## config.mk

```make
export PLATFORM = sky130hd
export DESIGN_NAME = lsu_ctrl
export DESIGN_NICKNAME = d
export VERILOG_FILES = /design/src/rtl/lsu_ctrl.sv
export SDC_FILE = /design/constraint.sdc
export NUM_CORES = 1
export LEC_CHECK = 0
export CORE_ASPECT_RATIO = 2
export CORE_MARGIN = 1.5
export CORE_UTILIZATION = 35
export DETAILED_ROUTE_END_ITERATION = 8
export DONT_BUFFER_PORTS = 1
export MAX_ROUTING_LAYER = met4
export SLEW_MARGIN = 20
export SYNTH_ARGS = -nofsm -noshare
export SYNTH_HDL_FRONTEND = slang
export SYNTH_SLANG_ARGS = --single-unit
```

## constraint.sdc

```tcl
create_clock -name clk -period 1.8 [get_ports clk]
set_clock_uncertainty 0.05 [all_clocks]
set_input_delay 0.27 -clock clk [delete_from_list [all_inputs] [get_ports clk]]
set_output_delay 0.27 -clock clk [all_outputs]
set_load 0.02 [all_outputs]
```

## src/rtl/lsu_ctrl.sv

```systemverilog
// lsu_ctrl: MEM-stage load/store initiator.
//
// Converts the CPU's MemRead/MemWrite/Funct3/addr/wd into a single
// handshaked, word-aligned request with byte enables. It formats load data
// (sign/zero extension), stalls the pipeline while an access is in flight,
// and reports alignment faults and memory timeouts alongside done.
//
// Ports:
//   clk, reset       rising-edge clock; synchronous active-low reset
//   MemRead/MemWrite load/store request (MemRead wins if both are set)
//   Funct3           access size/sign code (instruction bits 14:12)
//   addr, wd         byte address and store data
//   rd               formatted load data, valid with done
//   stall            hold the pipeline
//   done             one-cycle completion pulse
//   misaligned       with done: alignment fault, no memory access made
//   bus_err          with done: memory never answered within TIMEOUT cycles
//   mem_req/mem_we   request valid / write direction to data memory
//   mem_addr         word-aligned byte address
//   mem_be           byte enables
//   mem_wdata        lane-replicated store data
//   mem_ready        memory accepted/completed the request this cycle
//   mem_rdata        read word, valid with mem_ready on a read
module lsu_ctrl #(
    parameter int DM_ADDRESS = 9,
    parameter int DATA_W     = 32,
    parameter int TIMEOUT    = 16
) (
    input  logic                  clk,
    input  logic                  reset,
    input  logic                  MemRead,
    input  logic                  MemWrite,
    input  logic [2:0]            Funct3,
    input  logic [DM_ADDRESS-1:0] addr,
    input  logic [DATA_W-1:0]     wd,
    output logic [DATA_W-1:0]     rd,
    output logic                  stall,
    output logic                  done,
    output logic                  misaligned,
    output logic                  bus_err,
    output logic                  mem_req,
    output logic                  mem_we,
    output logic [DM_ADDRESS-1:0] mem_addr,
    output logic [3:0]            mem_be,
    output logic [DATA_W-1:0]     mem_wdata,
    input  logic                  mem_ready,
    input  logic [DATA_W-1:0]     mem_rdata
);

    // Wide enough to hold TIMEOUT-1 even when TIMEOUT is 1 or a power of two.
    localparam int CNT_W = $clog2(TIMEOUT + 1);

    typedef enum logic [1:0] {
        IDLE   = 2'd0,
        ACCESS = 2'd1,
        DONE   = 2'd2
    } state_t;

    state_t           state;
    state_t           state_next;
    logic [CNT_W-1:0] cnt;
    logic [1:0]       off_q;
    logic [2:0]       f3_q;
    logic             mis_q;
    logic             berr_q;

    logic request;
    logic addr_bad;
    logic timeout_hit;

    // Size for the alignment check comes from Funct3[1:0] only, so the
    // unsigned load codes share the rules of their signed counterparts.
    function automatic logic is_misaligned(input logic [1:0] size,
                                           input logic [1:0] off);
        case (size)
            2'b00:   return 1'b0;
            2'b01:   return off[0];
            default: return off != 2'b00;
        endcase
    endfunction

    function automatic logic [3:0] store_be(input logic [2:0] f3,
                                            input logic [1:0] off);
        case (f3)
            3'b000:  return 4'b0001 << off;
            3'b001:  return off[1] ? 4'b1100 : 4'b0011;
            default: return 4'b1111;
        endcase
    endfunction

    // Store data is replicated across all lanes; mem_be picks the live ones.
    function automatic logic [DATA_W-1:0] store_data(input logic [2:0]        f3,
                                                     input logic [DATA_W-1:0] w);
        case (f3)
            3'b000:  return {4{w[7:0]}};
            3'b001:  return {2{w[15:0]}};
            default: return w;
        endcase
    endfunction

    function automatic logic [DATA_W-1:0] load_data(input logic [2:0]        f3,
                                                    input logic [1:0]        off,
                                                    input logic [DATA_W-1:0] w);
        logic signed [7:0]  b;
        logic signed [15:0] h;
        b = w[{off, 3'b000} +: 8];
        h = off[1] ? w[31:16] : w[15:0];
        case (f3)
            3'b000:  return {{(DATA_W-8){b[7]}}, b};
            3'b100:  return {{(DATA_W-8){1'b0}}, b};
            3'b001:  return {{(DATA_W-16){h[15]}}, h};
            3'b101:  return {{(DATA_W-16){1'b0}}, h};
            default: return w;
        endcase
    endfunction

    assign request     = MemRead | MemWrite;
    assign addr_bad    = is_misaligned(Funct3[1:0], addr[1:0]);
    assign timeout_hit = (cnt == CNT_W'(TIMEOUT - 1));

    always_ff @(posedge clk) begin
        if (!reset) begin
            state <= IDLE;
        end else begin
            state <= state_next;
        end
    end

    always_comb begin
        state_next = state;
        stall      = 1'b0;
        mem_req    = 1'b0;
        done       = 1'b0;
        misaligned = 1'b0;
        bus_err    = 1'b0;
        case (state)
            IDLE: begin
                // Stall is combinational so the pipeline freezes in the
                // same cycle the request appears.
                stall = request;
                if (request) begin
                    state_next = addr_bad ? DONE : ACCESS;
                end
            end
            ACCESS: begin
                stall   = 1'b1;
                mem_req = 1'b1;
                if (mem_ready || timeout_hit) begin
                    state_next = DONE;
                end
            end
            DONE: begin
                done       = 1'b1;
                misaligned = mis_q;
                bus_err    = berr_q;
                state_next = IDLE;
            end
            default: state_next = IDLE;
        endcase
    end

    always_ff @(posedge clk) begin
        if (!reset) begin
            cnt       <= '0;
            off_q     <= '0;
            f3_q      <= '0;
            mis_q     <= 1'b0;
            berr_q    <= 1'b0;
            rd        <= '0;
            mem_we    <= 1'b0;
            mem_addr  <= '0;
            mem_be    <= '0;
            mem_wdata <= '0;
        end else begin
            case (state)
                IDLE: begin
                    cnt    <= '0;
                    mis_q  <= 1'b0;
                    berr_q <= 1'b0;
                    if (request) begin
                        if (addr_bad) begin
                            mis_q <= 1'b1;
                            rd    <= '0;
                        end else begin
                            off_q    <= addr[1:0];
                            f3_q     <= Funct3;
                            mem_we   <= ~MemRead;
                            mem_addr <= {addr[DM_ADDRESS-1:2], 2'b00};
                            if (MemRead) begin
                                mem_be    <= 4'b1111;
                                mem_wdata <= '0;
                            end else begin
                                mem_be    <= store_be(Funct3, addr[1:0]);
                                mem_wdata <= store_data(Funct3, wd);
                            end
                        end
                    end
                end
                ACCESS: begin
                    if (mem_ready) begin
                        if (!mem_we) begin
                            rd <= load_data(f3_q, off_q, mem_rdata);
                        end
                    end else if (timeout_hit) begin
                        berr_q <= 1'b1;
                        rd     <= '0;
                    end else begin
                        cnt <= cnt + 1'b1;
                    end
                end
                DONE: begin
                    cnt    <= '0;
                    mis_q  <= 1'b0;
                    berr_q <= 1'b0;
                end
                default: begin
                    cnt <= '0;
                end
            endcase
        end
    end

endmodule

```

==> impl_metrics.ini, run 1 <==
[placement]
gp_congestion = 0.793
dpl.hpwl_um = 9470
portBuffers = 0
placedInstanceArea_um2 = 4520

[final_layout]
mostFrequentLayoutCells = dfxtp_1 (86), nand2_1 (50), buf_4 (39)
mostFrequentLayoutCell = dfxtp_1
area_delta_synth_final_pct = 21.3
layout-drive-gt1-share = 0.188
num_antenna_cells = 0
final_area_um2 = 5110
fin_nets = 567

[synthesis]
synth_ff_type = dfxtp_1
avgSynthCellArea_um2 = 9.36
yosysSeqAreaShare = 0.428
synthArstFlopShare = 0
synth_edf_count = 0
syn-cell-area_um2 = 4210
yosysWarnings = 0
synth_seq_cells = 90
netlist_instances = 450
synth.distinct_cells = 53

[timing]
rsz0062_at_grt = yes
relSlewSlack = 0.573
hold_viol_final = 0
post-route-min-period_ns = 1.74
worst_slew_pin_slew_ns = 0.639
holdWs_ns = 0.0145
maxSlewViolCount = 0
max_freq_mhz = 574
finalSetupTns_ns = 0
min_period_over_period = 0.968
setup_violations = 0

[global_routing]
grt_max_degree = 32
grt_pass1_vias = 3597
antenna_found_initial = 0
grt_first_pass_wirelength_um = 18900
grt.total_usage = 0.205
grt_overflow = 0

[die]
pin_count = 164
design.die.area_um2 = 12700
die_h_um = 158
initial_core_util = 0.360
die_w_um = 80.6
core_um2 = 11700
row_count = 56

[power]
leakage_nw = 1.92
power_density_nw_per_um2 = 955
irDropWorstVdd_v = 0.000515
finalPower_mw = 4.88

[routing]
drc = 0
via_count = 3598
wl_per_cell_um = 19.9
first_pass_iters = 4
viasPerCell = 5.68
final_antenna_net_count = 0
drt-initial-drc-count = 102
wl_um = 12600

[cts]
clk_pin_slew_ns = 0.06
clkLatencyLatePin_ns = 0.34
cts.sinks = 90
cts_buffer_depth = 2
cts_buffers = 9
cts_tree = yes
clk_root_buffer_cell = clkbuf_16
cts_htree_levels = 3

[setup_path]
path_class = register to register
cp-start-kind = register
cp.required_ns = 1.97
arrival_ns = 1.92
crit_path_max_fanout = 8
end_kind = register

[min_path]
hp-class = input pin to register

[outcome]
outcome = completed

[job]
cap_violations = 0
-- cells by family after synthesis --
| logic type | after synthesis | synth area share |
|---|---|---|
| and+or+nand+nor | 138 | 0.172 |
| AOI/OAI and AO/OA | 133 | 0.242 |
| DFF | 90 | 0.428 |
| buffers and inverters | 46 | 0.0547 |
| muxes | 37 | 0.0912 |
| xor gates and xnor gates | 3 | 0.00624 |
| adders and majority gates | 2 | 0.00594 |
| other | 1 | 0.000890 |
-- synth_stat cells, types with 2 or more instances --
cell / count / area [um^2]
nand2_1: 50 / 188
a221o_1: 16 / 160
or3_1: 7 / 43.8
o21ai_0: 23 / 115
and2_1: 3 / 18.8
buf_1: 2 / 7.51
o2bb2ai_1: 23 / 201
buf_2: 15 / 75.1
a211o_1: 6 / 52.6
clkbuf_1: 13 / 48.8
o31ai_1: 8 / 60.1
nor3_1: 7 / 35.0
nor2_1: 23 / 86.3
inv_1: 8 / 30.0
dfxtp_1: 90 / 1800
a211oi_1: 3 / 22.5
a32o_1: 7 / 70.1
buf_4: 4 / 30.0
and3_1: 3 / 18.8
xor2_1: 2 / 17.5
a31oi_1: 2 / 12.5
and3b_1: 5 / 43.8
nand3b_1: 4 / 30.0
mux2_2: 11 / 124
o221ai_1: 2 / 17.5
a22o_1: 9 / 78.8
nand3_1: 12 / 60.1
nand2b_1: 12 / 75.1
a22oi_1: 2 / 15.0
ha_1: 2 / 25.0
a21o_1: 3 / 22.5
nor2b_1: 2 / 12.5
mux2i_1: 26 / 260
buf_6: 3 / 33.8
a21oi_1: 24 / 120
-- sequential cells by signal (all words and copies together) (netlist names) --
| register | count |
|---|---|
| berr_q | 1 |
| cnt | 5 |
| f3_q | 3 |
| mem_addr | 7 |
| mem_be | 4 |
| mem_wdata | 32 |
| mem_we | 1 |
| mis_q | 1 |
| off_q | 2 |
| rd | 32 |
| state | 2 |
-- area by class of cell --
type                       instances  area (um^2)
tap                              145          181
multi-input combinational        315         2260
clock buffer                      11          243
sequential                        90         1810
inverter                           8         30.0
timing repair buffer              60          527
fill                            1106         6590
clock inverter                     5         61.3
-- per-layer routing --
| layer | track usage | share of wire |
|---|---|---|
| met1 | 0.174 | 0.32 |
| met2 | 0.388 | 0.56 |
| met3 | 0.0599 | 0.081 |
| met4 | 0.110 | 0.041 |
| met5 | - | 0 |
-- worst paths after layout --
kind / from / end / slack (ns) / cells past startpoint
setup / recovery: cnt[0] / rd[22] / 0.06 / 8
hold / removal: mem_rdata[17] / rd[17] / 0.01 / 1
setup reg to reg: cnt[0] / rd[22] / 0.06 / 8
hold reg to reg: cnt[4] / cnt[4] / 0.47 / 2
-- stage by stage --
stage | util | cells | setup slack (ns)
2_1_floorplan | - | 451 | 0.0267
3_3_place_gp | 0.386 | 596 | -0.0317
6_report | 0.437 | 634 | 0.0583
4_1_cts | 0.438 | 634 | -0.0456
5_1_grt | 0.437 | 634 | -0.0123
3_5_place_dp | 0.386 | 596 | -0.0572
-- power by group --
| group | internal [mW] | leakage [nW] | switching, mW |
|---|---|---|---|
| Combinational | 0.327 | 1.04 | 0.390 |
| Sequential | 2.09 | 0.733 | 0.172 |
| Clock | 1.12 | 0.150 | 0.778 |
-- critical path: stages (launching register included) --
cell	delay (ns)
dfxtp_2	0.35
ha_4	0.13
and3_4	0.18
ha_4	0.14
nand2b_4	0.06
nand3_4	0.09
a31oi_4	0.12
buf_6	0.17
a221o_1	0.33
-- timing repair --
action | in CTS | in global routing
setup buffers | 5 | 2
cloned | 2 | 0
gates resized for setup | 17 | 5
hold endpoints to repair | 15 | 1
hold buffers | 15 | 1
pin swaps | 20 | 7
endpoints found under the setup margin | 33 | 33
Power figures use the tool's default switching activity.
==> inputs of run 2 (changes only) <==
Clock period 1.8 ns to 1.9 ns, I/O delays scaled along.
==> impl_metrics.ini, run 2 (synthesized netlist as in run 1, its figures left out) <==
[die]
core_um2 = 11700
die_h_um = 158
row_count = 56
initial_core_util = 0.360
die_w_um = 80.6
pin_count = 164
design.die.area_um2 = 12700

[final_layout]
layout-drive-gt1-share = 0.174
num_antenna_cells = 0
fill_cells = 1149
fin_nets = 540
layoutNonFillerInstCount = 606
mostFrequentLayoutCell = dfxtp_1
reg.largest.list = mem_wdata: 32 flops, rd: 32 flops, mem_addr: 7 flops
mostFrequentLayoutCells = dfxtp_1 (88), nand2_1 (50), buf_4 (29)
area_delta_synth_final_pct = 15.9

[timing]
maxSlewViolCount = 0
min_period_over_period = 0.991
rsz0062_at_grt = yes
post-route-min-period_ns = 1.88
worst_slew_pin_slew_ns = 0.642
max_freq_mhz = 531
relSlewSlack = 0.571
hold_viol_final = 0
setup_violations = 0

[cts]
clkLatencyLatePin_ns = 0.34
cts_tree = yes
hold_buffers = 0
clk_pin_slew_ns = 0.07
cts_buffer_depth = 2
cts_buffers = 9
cts_htree_levels = 3
clk_root_buffer_cell = clkbuf_16
cts.sinks = 90

[outcome]
outcome = completed

[global_routing]
grt_max_degree = 32
grt_pass1_vias = 3612
grt_overflow = 0
antenna_found_initial = 0
grt.total_usage = 0.201
grt_first_pass_wirelength_um = 18700

[routing]
final_antenna_net_count = 0
via_count = 3500
first_pass_iters = 4
wl_per_cell_um = 20.8
drc = 0
viasPerCell = 5.78
wl_um = 12600
drt-initial-drc-count = 113

[setup_path]
end_kind = register
crit_path_max_fanout = 8
ff2ff_setup_slack_ns = 0.02
path_class = register to register
max_stage_delay_ns = 0.39
cp.required_ns = 2.13
critPathSlowestCell = a31oi_4
cp-start-kind = register
crit_chain = ha_4 > and3_4 > ha_4 > nand2b_4 > nand3_4 > a31oi_4 > clkbuf_16 > a32o_1
arrival_ns = 2.11
crit_top_cell = ha_4

[placement]
dpl.hpwl_um = 9540
place_inst = 586
gp_congestion = 0.814
portBuffers = 0

[power]
finalPower_mw = 4.61
leakage_nw = 1.80
power_density_nw_per_um2 = 944
irDropWorstVdd_v = 0.000483

[min_path]
hp-class = input pin to register

[job]
cap_violations = 0
[run 2: cell type report]
class | instances | area, um^2 | area share
clock buffers | 10 | 239 | 0.0489
clock inverters | 5 | 62.6 | 0.0128
inverters | 8 | 30.0 | 0.00615
multi-input cells | 315 | 2270 | 0.464
flip-flops and latches | 90 | 1800 | 0.370
well taps | 145 | 181 | 0.0372
repair buffers | 33 | 299 | 0.0613
[run 2: what timing repair did]
action | CTS | global route
gates cloned | 0 | 3
gates resized for setup | 5 | 10
pin swaps | 0 | 16
setup buffers | 0 | 2
setup endpoints to repair | 6 | 31
[run 2: metrics by stage]
| step | setup WS [ns] | hold WS, ns | setup TNS, ns | instance area [um^2] | utilization |
|---|---|---|---|---|---|
| 3_3_place_gp | 0.0537 | 0.368 | 0 | 4430 | 0.379 |
| 4_1_cts | 0.0167 | 0.00430 | 0 | 4740 | 0.405 |
| 5_1_grt | -0.0296 | 0.00821 | -0.211 | 4880 | 0.417 |
| 6_report | 0.0170 | 0.0200 | 0 | 4880 | 0.417 |
| 3_5_place_dp | 0.0197 | 0.371 | 0 | 4430 | 0.379 |
| 2_1_floorplan | 0.127 | 0.368 | 0 | 4220 | - |
[run 2: layer usage]
metal  GRT usage  up-vias  wire [um]
met5           -        -          0
met4       0.112        0        615
met3      0.0628       51       1160
met2       0.380      169       6900
met1       0.165     1612       3930
li1            -     1668          -
[run 2: worst paths after layout]
| check | start | depth (start not counted) | end |
|---|---|---|---|
| worst max-delay path | cnt[0] | 8 | rd[9] |
| worst min-delay path | wd[3] | 1 | mem_wdata[3] |
| worst max register to register | cnt[0] | 8 | rd[9] |
| worst min register to register | f3_q[1] | 2 | f3_q[1] |
[run 2: power breakdown]
| group | internal, mW | switching, mW | total, mW | leakage, nW |
|---|---|---|---|---|
| combinational | 0.281 | 0.368 | 0.649 | 0.928 |
| sequential | 1.98 | 0.163 | 2.14 | 0.732 |
| clock | 1.06 | 0.764 | 1.82 | 0.142 |
| total | 3.32 | 1.30 | 4.61 | 1.80 |
[run 2: worst max-delay path: cells and delay by family (launching register included)]
family          cells  cell delay [ns]
flops               1             0.34
compound gates      2             0.52
simple gates        3             0.34
fa+ha+maj           2             0.33
buf+inv             1             0.24
